### src/rtl/cpu_mc_pkg.sv
// Shared definitions for the multi-cycle MIPS-subset core: opcodes, FSM states,
// ALU controls, datapath select encodings and small combinational helpers.
package cpu_mc_pkg;

   typedef enum logic [2:0] {
      ST_FETCH  = 3'd0,
      ST_DECODE = 3'd1,
      ST_EXEC   = 3'd2,
      ST_MEM    = 3'd3,
      ST_WB     = 3'd4,
      ST_TRAP   = 3'd5
   } state_t;

   localparam logic [5:0] OP_RTYPE = 6'h00;
   localparam logic [5:0] OP_J     = 6'h02;
   localparam logic [5:0] OP_JAL   = 6'h03;
   localparam logic [5:0] OP_BEQ   = 6'h04;
   localparam logic [5:0] OP_BNE   = 6'h05;
   localparam logic [5:0] OP_ADDI  = 6'h08;
   localparam logic [5:0] OP_ANDI  = 6'h0C;
   localparam logic [5:0] OP_ORI   = 6'h0D;
   localparam logic [5:0] OP_XORI  = 6'h0E;
   localparam logic [5:0] OP_LUI   = 6'h0F;
   localparam logic [5:0] OP_LW    = 6'h23;
   localparam logic [5:0] OP_SW    = 6'h2B;

   localparam logic [5:0] F_SLL = 6'h00;
   localparam logic [5:0] F_SRL = 6'h02;
   localparam logic [5:0] F_SRA = 6'h03;
   localparam logic [5:0] F_JR  = 6'h08;
   localparam logic [5:0] F_ADD = 6'h20;
   localparam logic [5:0] F_SUB = 6'h22;
   localparam logic [5:0] F_AND = 6'h24;
   localparam logic [5:0] F_OR  = 6'h25;
   localparam logic [5:0] F_XOR = 6'h26;

   typedef enum logic [3:0] {
      ALU_ADD, ALU_SUB, ALU_AND, ALU_OR, ALU_XOR,
      ALU_SLL, ALU_SRL, ALU_SRA, ALU_PASS_B
   } alu_ctrl_t;

   typedef enum logic [1:0] {IMM_SIGN, IMM_ZERO, IMM_LUI} imm_kind_t;
   typedef enum logic [2:0] {PC_HOLD, PC_INC, PC_JUMP, PC_JR, PC_BRANCH, PC_TRAP} pc_sel_t;
   typedef enum logic [1:0] {DEST_RT, DEST_RD, DEST_RA} dest_sel_t;
   typedef enum logic [1:0] {WB_ALU, WB_MDR, WB_PC} wb_sel_t;

   typedef struct packed {
      alu_ctrl_t alu_ctrl;
      logic      alu_src_imm;
      imm_kind_t imm_kind;
      logic      ir_load;
      logic      ab_load;
      logic      alu_out_load;
      logic      mdr_load;
      logic      rf_we;
      dest_sel_t dest_sel;
      wb_sel_t   wb_sel;
      pc_sel_t   pc_sel;
      logic      mem_write;
   } ctrl_t;

   function automatic logic inst_legal(input logic [5:0] op, input logic [5:0] funct);
      logic ok;
      case (op)
         OP_RTYPE: begin
            case (funct)
               F_ADD, F_SUB, F_AND, F_OR, F_XOR, F_SLL, F_SRL, F_SRA, F_JR: ok = 1'b1;
               default: ok = 1'b0;
            endcase
         end
         OP_J, OP_JAL, OP_BEQ, OP_BNE, OP_ADDI, OP_ANDI, OP_ORI,
         OP_XORI, OP_LUI, OP_LW, OP_SW: ok = 1'b1;
         default: ok = 1'b0;
      endcase
      return ok;
   endfunction

   // Shifts operate on the B operand (rt), matching MIPS sll/srl/sra.
   function automatic logic [31:0] alu_calc(input alu_ctrl_t ctrl, input logic [31:0] a,
                                            input logic [31:0] b, input logic [4:0] shamt);
      logic [31:0] y;
      case (ctrl)
         ALU_ADD:    y = a + b;
         ALU_SUB:    y = a - b;
         ALU_AND:    y = a & b;
         ALU_OR:     y = a | b;
         ALU_XOR:    y = a ^ b;
         ALU_SLL:    y = b << shamt;
         ALU_SRL:    y = b >> shamt;
         ALU_SRA:    y = $signed(b) >>> shamt;
         ALU_PASS_B: y = b;
         default:    y = a + b;
      endcase
      return y;
   endfunction

endpackage

### src/rtl/cpu_mc_control.sv
// FSM and instruction decode for the multi-cycle core; produces datapath
// enables, mux selects and the next state used to register memory outputs.
module cpu_mc_control
   import cpu_mc_pkg::*;
(
   input  logic        clock,
   input  logic        reset,
   input  logic [31:0] ir,
   input  logic        mem_done,
   input  logic        ab_equal,
   output state_t      state,
   output state_t      next_state,
   output ctrl_t       ctrl
);

   logic [5:0] op_s;
   logic [5:0] funct_s;
   logic       is_rtype_s;
   alu_ctrl_t  alu_ctrl_s;
   imm_kind_t  imm_kind_s;

   assign op_s       = ir[31:26];
   assign funct_s    = ir[5:0];
   assign is_rtype_s = (op_s == OP_RTYPE);

   // State register
   always_ff @(posedge clock) begin
      if (reset) begin
         state <= ST_FETCH;
      end else begin
         state <= next_state;
      end
   end

   // ALU operation and immediate extension implied by the instruction
   always_comb begin
      alu_ctrl_s = ALU_ADD;
      imm_kind_s = IMM_SIGN;
      case (op_s)
         OP_RTYPE: begin
            case (funct_s)
               F_SUB:   alu_ctrl_s = ALU_SUB;
               F_AND:   alu_ctrl_s = ALU_AND;
               F_OR:    alu_ctrl_s = ALU_OR;
               F_XOR:   alu_ctrl_s = ALU_XOR;
               F_SLL:   alu_ctrl_s = ALU_SLL;
               F_SRL:   alu_ctrl_s = ALU_SRL;
               F_SRA:   alu_ctrl_s = ALU_SRA;
               default: alu_ctrl_s = ALU_ADD;
            endcase
         end
         OP_ANDI: begin alu_ctrl_s = ALU_AND;    imm_kind_s = IMM_ZERO; end
         OP_ORI:  begin alu_ctrl_s = ALU_OR;     imm_kind_s = IMM_ZERO; end
         OP_XORI: begin alu_ctrl_s = ALU_XOR;    imm_kind_s = IMM_ZERO; end
         OP_LUI:  begin alu_ctrl_s = ALU_PASS_B; imm_kind_s = IMM_LUI;  end
         OP_BEQ, OP_BNE: alu_ctrl_s = ALU_SUB;
         default: alu_ctrl_s = ALU_ADD;
      endcase
   end

   // Next-state and per-state control outputs
   always_comb begin
      next_state     = state;
      ctrl           = '0;
      ctrl.alu_ctrl  = alu_ctrl_s;
      ctrl.imm_kind  = imm_kind_s;
      ctrl.mem_write = (op_s == OP_SW);
      case (state)
         ST_FETCH: begin
            if (mem_done) begin
               ctrl.ir_load = 1'b1;
               ctrl.pc_sel  = PC_INC;
               next_state   = ST_DECODE;
            end else begin
               ctrl.pc_sel  = PC_HOLD;
            end
         end
         ST_DECODE: begin
            ctrl.ab_load = 1'b1;
            if (!inst_legal(op_s, funct_s)) begin
               next_state = ST_TRAP;
            end else if (op_s == OP_J) begin
               ctrl.pc_sel = PC_JUMP;
               next_state  = ST_FETCH;
            end else if (op_s == OP_JAL) begin
               ctrl.rf_we    = 1'b1;
               ctrl.dest_sel = DEST_RA;
               ctrl.wb_sel   = WB_PC;
               ctrl.pc_sel   = PC_JUMP;
               next_state    = ST_FETCH;
            end else if (is_rtype_s && (funct_s == F_JR)) begin
               ctrl.pc_sel = PC_JR;
               next_state  = ST_FETCH;
            end else begin
               next_state  = ST_EXEC;
            end
         end
         ST_EXEC: begin
            ctrl.alu_out_load = 1'b1;
            ctrl.alu_src_imm  = !is_rtype_s;
            if ((op_s == OP_BEQ) || (op_s == OP_BNE)) begin
               if (ab_equal ^ (op_s == OP_BNE)) begin
                  ctrl.pc_sel = PC_BRANCH;
               end else begin
                  ctrl.pc_sel = PC_HOLD;
               end
               next_state = ST_FETCH;
            end else if ((op_s == OP_LW) || (op_s == OP_SW)) begin
               next_state = ST_MEM;
            end else begin
               next_state = ST_WB;
            end
         end
         ST_MEM: begin
            if (mem_done) begin
               if (op_s == OP_SW) begin
                  next_state = ST_FETCH;
               end else begin
                  ctrl.mdr_load = 1'b1;
                  next_state    = ST_WB;
               end
            end else begin
               next_state = ST_MEM;
            end
         end
         ST_WB: begin
            ctrl.rf_we    = 1'b1;
            ctrl.dest_sel = is_rtype_s ? DEST_RD : DEST_RT;
            ctrl.wb_sel   = (op_s == OP_LW) ? WB_MDR : WB_ALU;
            next_state    = ST_FETCH;
         end
         ST_TRAP: begin
            ctrl.pc_sel = PC_TRAP;
            next_state  = ST_FETCH;
         end
         default: next_state = ST_FETCH;
      endcase
   end

endmodule

### src/rtl/cpu_multicycle.sv
// Multi-cycle MIPS-subset core with one shared req/ready memory port.
// Holds the datapath, 32x32 register file and ALU; control lives in cpu_mc_control.
module cpu_multicycle
   import cpu_mc_pkg::*;
#(
   parameter logic [31:0] RESET_PC    = 32'h0000_0000,
   parameter int          PC_STEP     = 4,
   parameter logic [31:0] TRAP_VECTOR = 32'h0000_0080
) (
   input  logic        clock,
   input  logic        reset,
   output logic        mem_req,
   output logic        mem_we,
   output logic [31:0] mem_addr,
   output logic [31:0] mem_wdata,
   input  logic [31:0] mem_rdata,
   input  logic        mem_ready,
   output logic [31:0] pc,
   output logic [2:0]  state,
   output logic        trap
);

   localparam logic [31:0] PC_STEP_W = 32'(PC_STEP);

   logic [31:0] ir_r, a_r, b_r, alu_out_r, mdr_r;
   logic [31:0] rf_r [32];

   state_t      state_s, next_state_s;
   ctrl_t       ctrl_s;
   logic        mem_done_s;
   logic [4:0]  rs_s, rt_s, dest_s;
   logic [31:0] rs_val_s, rt_val_s, imm_sext_s, imm_ext_s, alu_b_s, alu_res_s;
   logic [31:0] pc_next_s, wb_data_s;

   assign mem_done_s = mem_req & mem_ready;
   assign rs_s       = ir_r[25:21];
   assign rt_s       = ir_r[20:16];
   assign rs_val_s   = (rs_s == 5'd0) ? 32'h0 : rf_r[rs_s];
   assign rt_val_s   = (rt_s == 5'd0) ? 32'h0 : rf_r[rt_s];
   assign imm_sext_s = {{16{ir_r[15]}}, ir_r[15:0]};
   assign alu_b_s    = ctrl_s.alu_src_imm ? imm_ext_s : b_r;
   assign alu_res_s  = alu_calc(ctrl_s.alu_ctrl, a_r, alu_b_s, ir_r[10:6]);
   assign state      = state_s;

   cpu_mc_control u_control (
      .clock      (clock),
      .reset      (reset),
      .ir         (ir_r),
      .mem_done   (mem_done_s),
      .ab_equal   (a_r == b_r),
      .state      (state_s),
      .next_state (next_state_s),
      .ctrl       (ctrl_s)
   );

   // Immediate extension
   always_comb begin
      imm_ext_s = imm_sext_s;
      case (ctrl_s.imm_kind)
         IMM_SIGN: imm_ext_s = imm_sext_s;
         IMM_ZERO: imm_ext_s = {16'h0000, ir_r[15:0]};
         IMM_LUI:  imm_ext_s = {ir_r[15:0], 16'h0000};
         default:  imm_ext_s = imm_sext_s;
      endcase
   end

   // Next PC; branch target is relative to the already-incremented pc
   always_comb begin
      pc_next_s = pc;
      case (ctrl_s.pc_sel)
         PC_HOLD:   pc_next_s = pc;
         PC_INC:    pc_next_s = pc + PC_STEP_W;
         PC_JUMP:   pc_next_s = {pc[31:28], ir_r[25:0], 2'b00};
         PC_JR:     pc_next_s = rs_val_s;
         PC_BRANCH: pc_next_s = pc + (imm_sext_s * PC_STEP_W);
         PC_TRAP:   pc_next_s = TRAP_VECTOR;
         default:   pc_next_s = pc;
      endcase
   end

   // Register-file write destination and data
   always_comb begin
      dest_s    = rt_s;
      wb_data_s = alu_out_r;
      case (ctrl_s.dest_sel)
         DEST_RT: dest_s = rt_s;
         DEST_RD: dest_s = ir_r[15:11];
         DEST_RA: dest_s = 5'd31;
         default: dest_s = rt_s;
      endcase
      case (ctrl_s.wb_sel)
         WB_ALU:  wb_data_s = alu_out_r;
         WB_MDR:  wb_data_s = mdr_r;
         WB_PC:   wb_data_s = pc;
         default: wb_data_s = alu_out_r;
      endcase
   end

   // Datapath registers, PC and register file
   always_ff @(posedge clock) begin
      if (reset) begin
         ir_r      <= 32'h0;
         a_r       <= 32'h0;
         b_r       <= 32'h0;
         alu_out_r <= 32'h0;
         mdr_r     <= 32'h0;
         pc        <= RESET_PC;
         for (int i = 0; i < 32; i++) begin
            rf_r[i] <= 32'h0;
         end
      end else begin
         if (ctrl_s.ir_load)      ir_r      <= mem_rdata;
         if (ctrl_s.ab_load)      a_r       <= rs_val_s;
         if (ctrl_s.ab_load)      b_r       <= rt_val_s;
         if (ctrl_s.alu_out_load) alu_out_r <= alu_res_s;
         if (ctrl_s.mdr_load)     mdr_r     <= mem_rdata;
         pc <= pc_next_s;
         if (ctrl_s.rf_we && (dest_s != 5'd0)) begin
            rf_r[dest_s] <= wb_data_s;
         end
      end
   end

   // Memory port and trap pulse registered from the upcoming state, so a
   // request is held steady until ready and withdrawn right after it completes
   always_ff @(posedge clock) begin
      if (reset) begin
         mem_req   <= 1'b0;
         mem_we    <= 1'b0;
         mem_addr  <= 32'h0;
         mem_wdata <= 32'h0;
         trap      <= 1'b0;
      end else begin
         trap <= (next_state_s == ST_TRAP);
         if (next_state_s == ST_FETCH) begin
            mem_req  <= 1'b1;
            mem_we   <= 1'b0;
            mem_addr <= pc_next_s;
         end else if (next_state_s == ST_MEM) begin
            mem_req   <= 1'b1;
            mem_we    <= ctrl_s.mem_write;
            mem_addr  <= (state_s == ST_EXEC) ? alu_res_s : alu_out_r;
            mem_wdata <= b_r;
         end else begin
            mem_req <= 1'b0;
            mem_we  <= 1'b0;
         end
      end
   end

endmodule

### config.mk
export PLATFORM = sky130hd
export DESIGN_NAME = cpu_multicycle
export DESIGN_NICKNAME = d
export VERILOG_FILES = /design/src/rtl/cpu_mc_pkg.sv /design/src/rtl/cpu_mc_control.sv /design/src/rtl/cpu_multicycle.sv
export SDC_FILE = /design/constraint.sdc
export NUM_CORES = 2
export LEC_CHECK = 0
export CAP_MARGIN = 30
export CORE_MARGIN = 4
export CORE_UTILIZATION = 50
export CTS_CLUSTER_DIAMETER = 100
export DETAILED_ROUTE_END_ITERATION = 7
export PLACE_DENSITY_LB_ADDON = 0.2
export SYNTH_ARGS = -nofsm -noshare
export SYNTH_HDL_FRONTEND = slang
export SYNTH_SLANG_ARGS = --single-unit
### constraint.sdc
create_clock -name clock -period 7.5 [get_ports clock]
set_input_delay 1.5 -clock clock [delete_from_list [all_inputs] [get_ports clock]]
set_output_delay 1.5 -clock clock [all_outputs]
set_load 0.02 [all_outputs]
==> impl_metrics.json <==
{
  "status": "complete, no violations",
  "cp-end-kind": "register",
  "drc": 0,
  "synth_compound_area_frac": 0.09341,
  "r2r_end": "mem_addr[26]$_SDFFE_PP0P_",
  "io_buffer_count": 136,
  "synth-seq-cells": 1296,
  "grt_util_met1": 0.4945,
  "core_area_um2": 148500,
  "r2r_start": "ir_r[30]$_SDFFE_PP0P_",
  "synthArstFlopShare": 0,
  "dpl_cell_area_um2": 79410,
  "power.density_nw_per_um2": 254.8,
  "ant_nets": 0,
  "yosys.area.top_type_share": 0.4095,
  "final_area_um2": 84070,
  "ys_seq_area_frac": 0.4820,
  "yosysMostFrequentCell": "nor2_1",
  "fin_skew_ns": 0.08082,
  "vias": 59740,
  "synth_top_family_by_area": "multiplexers",
  "hpwl_mm": 223.6,
  "reg2regPathDepth": 25,
  "cts_max_path_buffers": 3,
  "final_layout_size_suffix_gt1_frac": 0.2170,
  "synthAdderAreaFrac": 0.02236,
  "synthMuxAreaShare": 0.2309,
  "startpoint_type": "register",
  "drv_slew": 0,
  "cts_hold_buf": 0,
  "min_path_type": "reg -> reg",
  "antenna_found_initial": 16,
  "max_freq_mhz": 141.1,
  "leakage_nw": 27.73,
  "clock_sinks": 1296,
  "cp_max_fo": 8,
  "syn_area_per_cell_um2": 11.74,
  "postCtsSetupBuffers": 0,
  "dr.pass1.iters": 6,
  "finalCritPeriodShare": 0.9452,
  "clk_latency_ns": 0.80,
  "synthTopCellsByCount": "1343 x nor2_1, 1024 x edfxtp_1, 683 x mux4_2, 489 x nand2_1, 481 x clkbuf_1",
  "hp-start": "mem_wdata[18]$_SDFFE_PP0P_",
  "rows": 141,
  "h-tree-depth": 4,
  "hold_viol": 0,
  "power.total_w": 0.02143,
  "io_pins": 137,
  "yosys.area.top_type": "edfxtp_1",
  "grt_pass1_vias": 57940,
  "tns_ns": 0,
  "worst_pin_slew_ns": 1.155,
  "grtUsageMet3": 0.1072,
  "holdPathEnd": "mem_wdata[18]$_SDFFE_PP0P_",
  "dieArea_um2": 156400,
  "die_y_um": 395.5,
  "min_path_cells": 2,
  "clock-root-buffer": "clkbuf_16",
  "rsz0062_at_grt": "false",
  "synth_simple_gate_area_share": 0.1203,
  "cts.clk_slew.worst_paths_ns": 0.06,
  "ir_worst_vdd_mv": 0.2264,
  "nets": 6547,
  "worstSetupPathType": "reg -> reg",
  "cts_resized": 0,
  "drt_iter0_drc": 9093,
  "timing.slew.headroom": 0.2083,
  "synth_edf_count": 1024,
  "area_growth_pct": 11.96,
  "holdWs_ns": 0.4531,
  "grt_max_degree": 112,
  "grt.overflow.total": 0,
  "viasPerCell": 7.025,
  "synthXorXnorAreaFrac": 0.01260,
  "synth_cells": 6396,
  "postRouteWirelength_mm": 327.6,
  "ys_types": 107,
  "routabilityCongestion": 1.110,
  "start_util": 0.5055,
  "arrival_ns": 7.72,
  "die_w_um": 395.5,
  "cts_tree": "built",
  "r2r_slack_ns": 0.41,
  "maxCapViolCount": 0,
  "met2_usage": 0.6563,
  "synth_warnings": 0,
  "grt-busiest-layer": "met2",
  "cts_buffers": 142,
  "required_ns": 8.13,
  "period_needed_ns": 7.089,
  "setup_viol": 0,
  "grt_pass1_wl_mm": 453.0,
  "ys.flop_type": "edfxtp_1",
  "grt.total_usage": 0.4137,
  "synthTopCellsByArea": "edfxtp_1 41%, mux4_2 20%, dfxtp_1 7.3%",
  "synth_area_um2": 75090,
  "avgRoutedWirePerCell_um": 38.52
}
## placed cells by master (no fill, tap or decap), types with 63 or more instances in the layout
cell type	n
clkbuf_16	142
dfxtp_1	257
mux2i_1	141
clkdlybuf4s50_1	135
nor2_1	1342
a22oi_1	83
nand3_1	68
nand2_2	63
inv_1	93
nand2_1	426
ha_1	129
o21ai_0	172
buf_4	278
edfxtp_1	1024
mux4_2	683
a21oi_1	329
## per-stage QoR
step	worst slack, ns	util	instances
floorplan	0.8510	-	6427
global placement	0.4514	0.5342	8221
detailed placement	0.5601	0.5346	8229
CTS	0.5351	0.5652	8486
global route	0.002078	0.5658	8496
finish	0.4109	0.5660	8504
## final cells by class
class | count | area (um2)
Multi-Input combinational cell | 4399 | 36550
Fill cell | 12400 | 64470
Clock inverter | 73 | 782.0
Clock buffer | 184 | 3769
Tap cell | 2002 | 2505
Inverter | 104 | 390.4
Timing Repair Buffer | 436 | 3815
Antenna cell | 10 | 25.02
Sequential cell | 1296 | 36240
## state kept, by name, summed over array words and instances (netlist names), named ones only
name	cells
rf_r	1024
a_r	32
alu_out_r	32
b_r	32
ir_r	32
mdr_r	32
mem_addr	32
mem_wdata	32
pc	32
u_control.state	3
mem_req	1
mem_we	1
trap	1
## worst max path at each step
| stage | startpoint | endpoint | slack, ns | depth (start not counted) |
|---|---|---|---|---|
| after global routing | ir_r[31]$_SDFFE_PP0P_ | mem_addr[26]$_SDFFE_PP0P_ | 0.002 | 25 |
| after CTS | ir_r[28]$_SDFFE_PP0P_ | mem_addr[26]$_SDFFE_PP0P_ | 0.54 | 24 |
| after detailed placement | ir_r[28]$_SDFFE_PP0P_ | mem_addr[26]$_SDFFE_PP0P_ | 0.56 | 24 |
| after global placement | ir_r[28]$_SDFFE_PP0P_ | mem_addr[29]$_SDFFE_PP0P_ | 0.45 | 25 |
| final | ir_r[30]$_SDFFE_PP0P_ | mem_addr[26]$_SDFFE_PP0P_ | 0.41 | 25 |
| after floorplan | ir_r[29]$_SDFFE_PP0P_ | mem_addr[26]$_SDFFE_PP0P_ | 0.85 | 28 |
## power breakdown
part / switching (W) / leakage [nW] / total [W] / internal, W
Clock: 0.00306 / 2.21 / 0.00690 / 0.00384
Combinational: 0.00405 / 12.8 / 0.00620 / 0.00215
Sequential: 0.000317 / 12.8 / 0.00832 / 0.00801
## cell families after synthesis
family,count (synthesis)
xor gates and xnor gates,108
muxes,870
buffers and inverters,732
and+or+nand+nor,2184
AOI/OAI and AO/OA,1072
adders and majority gates,133
other,1
DFF,1296
## worst max-delay path, cell delays in order (launching register included)
cell and delay (ns):
dfxtp_1 0.40, nor2_1 0.21, nand3_1 0.18, a21oi_1 0.45, ha_1 0.33, or2_1 0.25
and2_1 0.20, mux2i_1 0.22, ha_1 0.21, o311ai_0 0.22, a21oi_1 0.37, nand2_1 0.23
nor4_2 0.51, and3_1 0.34, a21oi_1 0.11, xnor2_1 0.26, ha_1 0.34, a21oi_1 0.30
nor2b_1 0.08, o311a_1 0.30, a2111o_1 0.37, or3_1 0.34, a211oi_1 0.30, a21oi_1 0.13
a32oi_1 0.16, o21ai_0 0.11
## per-layer routing
metal / up-vias / wire (um)
met4: 12 / 29450
met1: 29940 / 108100
met3: 1205 / 38630
li1: 24040 / -
met2: 4543 / 151300
met5: - / 72
No activity file was read; power rests on OpenSTA's default activity.
